`src/rtl/fetch_unit_if.sv`:
```
// Fetch unit bus bundle: byte-wide memory read port, decoder-facing
// instruction outputs and the execute-stage retire/branch inputs.
//   master : the fetch unit (drives mem_req/mem_addr and the inst outputs)
//   slave  : memory + decoder + execute environment
interface fetch_unit_if;
  localparam int unsigned ADDR_W = 16;
  localparam int unsigned BYTE_W = 8;
  localparam int unsigned INST_W = 16;

  // memory read port
  logic              mem_req;
  logic [ADDR_W-1:0] mem_addr;
  logic              mem_ack;
  logic [BYTE_W-1:0] mem_rdata;

  // decoder side
  logic              inst_valid;
  logic [INST_W-1:0] inst;
  logic [BYTE_W-1:0] data;
  logic [ADDR_W-1:0] inst_pc;

  // execute side
  logic              exec_done;
  logic              branch_take;
  logic [ADDR_W-1:0] branch_target;

  modport master (
    output mem_req, mem_addr, inst_valid, inst, data, inst_pc,
    input  mem_ack, mem_rdata, exec_done, branch_take, branch_target
  );

  modport slave (
    input  mem_req, mem_addr, inst_valid, inst, data, inst_pc,
    output mem_ack, mem_rdata, exec_done, branch_take, branch_target
  );
endinterface

```
`src/rtl/fetch_unit.sv`:
```
// Instruction fetch stage of the 16-bit CPU.
// Reads the opcode byte, an optional argument byte and, for
// immediate-from-data instructions, a data byte from zero page, then holds
// {opcode, argument}, data and the opcode address for the decoder until
// execute retires the instruction and supplies the next PC.
// Ports:
//   clk, rst_n        : clock, asynchronous active-low reset
//   bus (master)      : mem_req/mem_addr/mem_ack/mem_rdata memory port,
//                       inst_valid/inst/data/inst_pc to decoder,
//                       exec_done/branch_take/branch_target from execute
module fetch_unit #(
  parameter logic [15:0] RESET_PC = 16'h0000
) (
  input  logic         clk,
  input  logic         rst_n,
  fetch_unit_if.master bus
);

  localparam int unsigned ADDR_W = 16;
  localparam int unsigned BYTE_W = 8;
  localparam int unsigned INST_W = 16;

  typedef enum logic [1:0] {
    FETCH_OP   = 2'd0,
    FETCH_ARG  = 2'd1,
    FETCH_DATA = 2'd2,
    READY      = 2'd3
  } state_t;

  state_t            state;
  logic [ADDR_W-1:0] pc;
  logic [BYTE_W-1:0] op;
  logic [INST_W-1:0] inst_q;
  logic [BYTE_W-1:0] data_q;

  logic              data_src_c;
  logic [ADDR_W-1:0] seq_pc_c;
  logic [ADDR_W-1:0] addr_c;

  // Immediate-from-data source: class 2'b10 with source field 2'b01.
  assign data_src_c = (op[7:6] == 2'b10) && (op[2:1] == 2'b01);

  // Sequential successor: opcodes with bit 7 set carry an argument byte.
  assign seq_pc_c = op[7] ? ADDR_W'(pc + ADDR_W'(2)) : ADDR_W'(pc + ADDR_W'(1));

  // Request address is a pure decode of held registers, so it cannot move
  // while a request is outstanding.
  always_comb begin
    addr_c = pc;
    unique case (state)
      FETCH_OP:   addr_c = pc;
      FETCH_ARG:  addr_c = ADDR_W'(pc + ADDR_W'(1));
      FETCH_DATA: addr_c = {8'h00, inst_q[7:0]};
      READY:      addr_c = pc;
      default:    addr_c = pc;
    endcase
  end

  // Fetch sequencer; transfers are only accepted in the FETCH states, so an
  // ack during READY falls through untouched.
  always_ff @(posedge clk or negedge rst_n) begin
    if (!rst_n) begin
      state  <= FETCH_OP;
      pc     <= RESET_PC;
      op     <= '0;
      inst_q <= '0;
      data_q <= '0;
    end else begin
      unique case (state)
        FETCH_OP: begin
          if (bus.mem_ack) begin
            op <= bus.mem_rdata;
            if (!bus.mem_rdata[7]) begin
              inst_q <= {bus.mem_rdata, 8'h00};
              data_q <= '0;
              state  <= READY;
            end else begin
              state  <= FETCH_ARG;
            end
          end
        end
        FETCH_ARG: begin
          if (bus.mem_ack) begin
            inst_q <= {op, bus.mem_rdata};
            if (data_src_c) begin
              state  <= FETCH_DATA;
            end else begin
              data_q <= '0;
              state  <= READY;
            end
          end
        end
        FETCH_DATA: begin
          if (bus.mem_ack) begin
            data_q <= bus.mem_rdata;
            state  <= READY;
          end
        end
        READY: begin
          if (bus.exec_done) begin
            pc    <= bus.branch_take ? bus.branch_target : seq_pc_c;
            state <= FETCH_OP;
          end
        end
        default: state <= FETCH_OP;
      endcase
    end
  end

  // pc only moves on retirement, so it doubles as the held opcode address.
  assign bus.mem_req    = (state != READY);
  assign bus.mem_addr   = addr_c;
  assign bus.inst_valid = (state == READY);
  assign bus.inst       = inst_q;
  assign bus.data       = data_q;
  assign bus.inst_pc    = pc;

endmodule
```
`src/flat_wrapper.sv`:
```
// flat-port wrapper written by rule: the top's interface ports become plain ports
module fetch_unit_flat 
#(
  parameter logic [15:0] RESET_PC = 16'h0000
)
  (clk, rst_n, bus_mem_req, bus_mem_addr, bus_inst_valid, bus_inst, bus_data, bus_inst_pc, bus_mem_ack, bus_mem_rdata, bus_exec_done, bus_branch_take, bus_branch_target);
  fetch_unit_if bus_i ();
  input  logic clk;
  input  logic rst_n;
  output wire logic [$bits(bus_i.mem_req)-1:0] bus_mem_req;
  output wire logic [$bits(bus_i.mem_addr)-1:0] bus_mem_addr;
  output wire logic [$bits(bus_i.inst_valid)-1:0] bus_inst_valid;
  output wire logic [$bits(bus_i.inst)-1:0] bus_inst;
  output wire logic [$bits(bus_i.data)-1:0] bus_data;
  output wire logic [$bits(bus_i.inst_pc)-1:0] bus_inst_pc;
  input wire logic [$bits(bus_i.mem_ack)-1:0] bus_mem_ack;
  input wire logic [$bits(bus_i.mem_rdata)-1:0] bus_mem_rdata;
  input wire logic [$bits(bus_i.exec_done)-1:0] bus_exec_done;
  input wire logic [$bits(bus_i.branch_take)-1:0] bus_branch_take;
  input wire logic [$bits(bus_i.branch_target)-1:0] bus_branch_target;
  assign bus_mem_req = bus_i.mem_req;
  assign bus_mem_addr = bus_i.mem_addr;
  assign bus_inst_valid = bus_i.inst_valid;
  assign bus_inst = bus_i.inst;
  assign bus_data = bus_i.data;
  assign bus_inst_pc = bus_i.inst_pc;
  assign bus_i.mem_ack = bus_mem_ack;
  assign bus_i.mem_rdata = bus_mem_rdata;
  assign bus_i.exec_done = bus_exec_done;
  assign bus_i.branch_take = bus_branch_take;
  assign bus_i.branch_target = bus_branch_target;
  fetch_unit #(.RESET_PC(RESET_PC)) u_core (.clk(clk), .rst_n(rst_n), .bus(bus_i));
endmodule
```
`config.mk`:
```
export PLATFORM = sky130hd
export DESIGN_NAME = fetch_unit_flat
export DESIGN_NICKNAME = d
export VERILOG_FILES = /design/src/rtl/fetch_unit_if.sv /design/src/rtl/fetch_unit.sv /design/src/flat_wrapper.sv
export SDC_FILE = /design/constraint.sdc
export NUM_CORES = 1
export LEC_CHECK = 0
export ABC_AREA = 0
export CAP_MARGIN = 25
export CORE_MARGIN = 2
export CORE_UTILIZATION = 45
export CTS_BUF_LIST = sky130_fd_sc_hd__clkbuf_8
export CTS_CLUSTER_SIZE = 30
export DETAILED_ROUTE_END_ITERATION = 6
export GPL_TIMING_DRIVEN = 0
export PLACE_DENSITY = 0.72
export SLEW_MARGIN = 20
export SYNTH_ARGS = -nofsm -noshare
export SYNTH_HDL_FRONTEND = slang
export SYNTH_SLANG_ARGS = --single-unit
export TNS_END_PERCENT = 20
```
`constraint.sdc`:
```
create_clock -name clk -period 3.9 [get_ports clk]
set_clock_uncertainty 0.1 [all_clocks]
set_input_delay 0.78 -clock clk [delete_from_list [all_inputs] [get_ports clk]]
set_output_delay 0.78 -clock clk [all_outputs]
set_load 0.1 [all_outputs]
```
==> flow_summary.ini, run 1 <==
[yosys]
synth_adder_area_share_pct = 2.731
synthesis.nets = 404
ys_async_sr_fraction_pct = 100.0
synth_seq_area_share_pct = 39.02
synth_ff_type = dfrtp_1
netlist_area_um2 = 3207
synthMuxAreaShare_pct = 8.389
yosysWarnings = 0
ys_types = 55
syn_avg_cell_area_um2 = 8.714
yosys.area_share.simple_pct = 16.07
synth-xor-area-share_pct = 3.551
synth-seq-cells = 50
synth_compound_area_share_pct = 23.02
synth_edf_count = 0
synth_top_family_by_area = compound AO/OA/AOI/OAI gates
syn_inst = 368

[cts]
cts_buffers = 5
clk_pin_slew_ns = 0.10
clock-sinks = 50
clock_latency_ns = 0.31
clock_path_buffers = 2
holdBufCountCts = 0
cts_tree = built
cts_root_buf = clkbuf_8
ctsHtreeMaxLevel = 2
cts_setup_buffers = 0

[timing]
setup_ws_ns = 0.1858
fin_crit_ns = 3.714
hold-worst-slack_ns = 0.3833
fmax_mhz = 269.2
setup_viol = 0
slew_violations = 0
fin_crit_sh_pct = 95.24
hold_viol = 0
rsz0062_at_grt = no
worst_pin_slew_ns = 0.9948
relSlewSlack_pct = 33.47

[cells_and_area]
multiInputGateArea_um2 = 1738
area_growth_pct = 32.46
layout_commonest_cell = clkdlybuf4s50_1
seqCellArea_um2 = 1251
final_cell_mix = clkdlybuf4s50_1 (68), dfrtp_1 (50), nand2_1 (44)
fillers = 620
drive_gt1_share_pct = 10.85
fin_nets = 496
stdcell_area_um2 = 4248
diodes = 0

[setup_path]
cp.arrival_ns = 2.83
critical_path_class = register to primary output
cp-end-kind = primary output
worstPathMaxFanout = 9
worst_setup_path_start_kind = register
worstPathRequired_ns = 3.02
reg2reg_depth = 7

[floorplanning]
coreArea_um2 = 6832
die_x_um = 88.42
die_area_um2 = 7817
io-pin-count = 87
initial_core_util_pct = 46.94
die_h_um = 88.42
placementRows = 30

[grt]
grt_util_met1_pct = 34.14
grt_pass1_wl_um = 15700
grt_max_degree = 51
track_usage_pct = 25.95
grt_pass1_vias = 3091
grt_overflow = 0
antenna_found_initial = 0
grtUsageMet2_pct = 44.29
met3_usage_pct = 4.944
top_usage_layer = met2

[place]
pre_cts_ws_ns = -0.06602
dp_hpwl_um = 7072
dpl_cell_area_um2 = 4187
routabilityCongestion = 0.8651
port_buffers = 85

[status]
status = complete, no violations

[detailed_routing]
post_drt_wl_per_cell_um = 17.76
vias = 3196
firstDrtPassIters = 5
routed_wl_um = 9891
vias_per_cell = 5.738
drtAntennaViolNets = 0
drt-initial-drc-count = 188
route.detailed.drc = 0

[run]
maxCapViolCount = 0

[worst_hold_path]
min_path_type = primary input to async pin
## synth_stat cells, types with 2 or more instances
cell | number | share of area, %
a221o_1 | 2 | 0.62
nand2_1 | 44 | 5.2
nand4_1 | 6 | 1.2
a22oi_1 | 2 | 0.47
or3_1 | 2 | 0.39
xnor2_1 | 11 | 3.0
a221oi_1 | 6 | 1.6
a2bb2oi_1 | 2 | 0.55
mux2i_1 | 19 | 5.9
nor3_1 | 8 | 1.2
buf_1 | 4 | 0.47
o31ai_1 | 3 | 0.70
or4_1 | 2 | 0.47
clkbuf_1 | 17 | 2.0
o41ai_1 | 2 | 0.55
inv_1 | 22 | 2.6
buf_2 | 8 | 1.2
a31o_2 | 2 | 0.55
mux2_2 | 7 | 2.5
nor2_1 | 10 | 1.2
xor2_1 | 2 | 0.55
dfrtp_1 | 50 | 39
o22ai_1 | 2 | 0.39
ha_1 | 7 | 2.7
nand2b_1 | 2 | 0.39
o21ai_0 | 36 | 5.6
buf_4 | 4 | 0.94
and3_1 | 4 | 0.78
a21oi_1 | 30 | 4.7
a31oi_1 | 5 | 0.98
nand3_1 | 13 | 2.0
a22o_1 | 10 | 2.7
o21a_1 | 2 | 0.47
## critical path, stage by stage, from the launching register on
cell and delay [ns]:
dfrtp_1 0.51, ha_1 0.19, clkbuf_1 0.37, nand3_1 0.24, nor2_1 0.18, xnor2_1 0.08
o21ai_1 0.12, clkdlybuf4s15_1 0.84
## state kept, by name (all words and copies together) (netlist names)
signal	count
u_core.op	8
u_core.bus.inst_pc	16
u_core.state	2
u_core.bus.inst	16
u_core.bus.data	8
## layout make-up
cell class              instances  share of cell area (%)
plain buffers                  33                   3.505
flip-flops and latches         50                   29.46
clock inverters                 3                  0.9720
well taps                      96                   2.828
inverters                      22                   1.944
repair buffers                 85                   18.76
clock buffers                   5                   1.620
multi-input cells             263                   40.91
## repair_timing
action / in CTS / in global routing
pin swaps: 0 / 0
endpoints found under the setup margin: 15 / 14
gates resized for setup: 22 / 25
## routing by layer
layer / routed length, um / vias to the layer above
met3: 693 / 16
met5: 0 / -
met2: 4761 / 139
li1: - / 1503
met4: 142 / 0
met1: 4293 / 1538
## path summary, 6_finish.rpt
kind	start	end	slack, ns
setup / recovery	u_core.bus.inst_pc[1]	bus_mem_addr[13]	0.19
max in group asynchronous	rst_n	u_core.bus.inst[12]	2.87
hold / removal	rst_n	u_core.bus.inst_pc[2]	0.38
min in group clk	u_core.bus.inst[8]	u_core.bus.inst[8]	0.40
setup reg to reg	u_core.state[1]	u_core.bus.inst_pc[8]	1.57
hold reg to reg	u_core.bus.inst[8]	u_core.bus.inst[8]	0.40
## through the flow
stage	utilization, %	cells	setup TNS [ns]
2_1_floorplan	-	368	-2.785
3_3_place_gp	61.32	549	-0.2271
3_5_place_dp	61.28	549	-0.1305
4_1_cts	62.73	557	0
5_1_grt	62.18	557	0
6_report	62.18	557	0
## logic make-up after synthesis
group | after synthesis
compound gates | 115
simple gates | 102
buf+inv | 55
flops | 50
mux | 26
xor+xnor | 13
fa+ha+maj | 7
Power of run 1 is not shown: default switching activity piles up to over one toggle a cycle in this logic, so the estimate is an artifact.
==> inputs of run 2 (changes only) <==
Settings changed: ABC_CLOCK_PERIOD_IN_PS set to 3900, CORE_MARGIN 2 to 3.
==> run 2 against run 1 <==
Against the previous run:
- cell count unchanged
- wire length shrank 2.3%
- sequential cell count did not move
- non-clock buffer count is the same
- maximum frequency shrank 3.2%
- utilization down 0.56 points
==> flow_summary.ini, run 2 (synthesis gave the netlist of run 1 again) <==
[timing]
setup_viol = 0
fin_crit_sh_pct = 98.35
relSlewSlack_pct = 33.61
worst_pin_slew_ns = 0.9927
slew_violations = 0
fmax_mhz = 260.7
rsz0062_at_grt = yes
fin_crit_ns = 3.836
hold_viol = 0

[setup_path]
cp.arrival_ns = 2.96
crit_family = buffers and inverters
worst_setup_path_start_kind = register
worstPathMaxFanout = 9
crit_slowest_cell = clkdlybuf4s15_1
ff2ff_setup_slack_ns = 1.56
slowest_delay_ns = 0.84
reg2reg_depth = 7
worstPathRequired_ns = 3.02
reg2reg_to = u_core.bus.inst_pc[8]
path_cells = ha_1, clkbuf_1, nand3_1, nor3_1, xnor2_1, o21ai_1, clkdlybuf4s15_1
cp-end-kind = primary output
crit_buf_inv = 2
critical_path_class = register to primary output
r2r_start = u_core.state[1]

[cts]
clock_latency_ns = 0.31
clock_path_buffers = 2
cts_setup_buffers = 0
ctsHtreeMaxLevel = 2
holdBufCountCts = 0
cts_buffers = 5
clock-sinks = 50
cts_root_buf = clkbuf_8
cts_tree = built
clk_pin_slew_ns = 0.09

[floorplanning]
die_h_um = 90.42
coreArea_um2 = 6869
io-pin-count = 87
die_x_um = 90.42
die_area_um2 = 8175
placementRows = 30
initial_core_util_pct = 46.68

[grt]
grt_overflow = 0
grt_pass1_vias = 3042
grt_max_degree = 51
track_usage_pct = 23.64
grt_pass1_wl_um = 15730
antenna_found_initial = 0

[detailed_routing]
drtAntennaViolNets = 0
firstDrtPassIters = 5
routed_wl_um = 9664
drt-initial-drc-count = 253
post_drt_wl_per_cell_um = 17.35
vias_per_cell = 5.709
vias = 3180
route.detailed.drc = 0

[cells_and_area]
final_cell_mix = clkdlybuf4s50_1 (68), dfrtp_1 (50), nand2_1 (44)
fin_nets = 496
drive_gt1_share_pct = 10.85
area_growth_pct = 31.99
layout_commonest_cell = clkdlybuf4s50_1
fillers = 616
final_util_pct = 61.62
diodes = 0

[status]
status = complete, no violations

[place]
dp_hpwl_um = 7024
routabilityCongestion = 0.9059
port_buffers = 85

[worst_hold_path]
min_path_type = primary input to async pin

[run]
maxCapViolCount = 0
-- run 2: cell types whose count changed in the layout (fill, tap and decap cells not counted) --
cell	delta
buf_2	-1
bufinv_16	-1
clkdlybuf4s18_2	+1
clkinv_4	+1
clkinvlp_4	-1
inv_6	+1
-- run 2: worst max-delay path by stage --
stage | cells after the start | from | to | slack, ns
floorplan | 4 | u_core.bus.inst_pc[1] | bus_mem_addr[9] | -0.43
global placement | 8 | u_core.state[1] | bus_mem_addr[3] | -0.08
detailed placement | 8 | u_core.state[1] | bus_mem_addr[3] | -0.09
CTS | 7 | u_core.state[1] | bus_mem_addr[4] | 0.004
global route | 7 | u_core.bus.inst_pc[1] | bus_mem_addr[11] | -0.13
finish | 7 | u_core.bus.inst_pc[1] | bus_mem_addr[11] | 0.06
-- run 2: repair_timing --
item                       4_1_cts  5_1_grt
setup endpoints to repair       15       14
pin swaps                        0        0
resized for setup               22       24
-- run 2: cell type report --
| type | count | area [um^2] | area share, % |
|---|---|---|---|
| clock inverter | 3 | 21.27 | 0.5025 |
| inverter | 22 | 82.58 | 1.951 |
| buffer | 33 | 148.9 | 3.518 |
| multi-input combinational | 263 | 1738 | 41.06 |
| clock buffer | 5 | 68.82 | 1.626 |
| tap | 96 | 120.1 | 2.838 |
| timing repair buffer | 85 | 802.0 | 18.95 |
| sequential | 50 | 1251 | 29.56 |
-- run 2: layer usage --
| layer | part of all wire, % | track usage [%] |
|---|---|---|
| met5 | 0 | 0 |
| met4 | 1.4 | 5.485 |
| met3 | 7.4 | 5.167 |
| met2 | 48 | 39.89 |
| met1 | 43 | 31.03 |
-- run 2: worst register-to-register path, stage by stage, from the launching register on --
cell      delay (ns)
dfrtp_1         0.45
ha_1            0.25
and2_1          0.19
clkbuf_1        0.40
clkbuf_1        0.47
o21ai_0         0.19
nand2_1         0.10
o21ai_0         0.07
-- run 2: per-stage QoR --
stage | instance area [um^2] | cells | setup WS (ns) | hold slack (ns) | TNS [ns]
6_report | 4233 | 557 | 0.06432 | 0.3745 | 0
2_1_floorplan | 3218 | 368 | -0.4267 | 0.3792 | -2.785
4_1_cts | 4265 | 557 | 0.003695 | 0.3999 | 0
3_3_place_gp | 4189 | 549 | -0.07813 | 0.3677 | -0.1073
3_5_place_dp | 4187 | 549 | -0.08891 | 0.3774 | -0.1623
5_1_grt | 4233 | 557 | -0.1334 | 0.4303 | -0.1334
Power of run 2 is left out for the same reason.
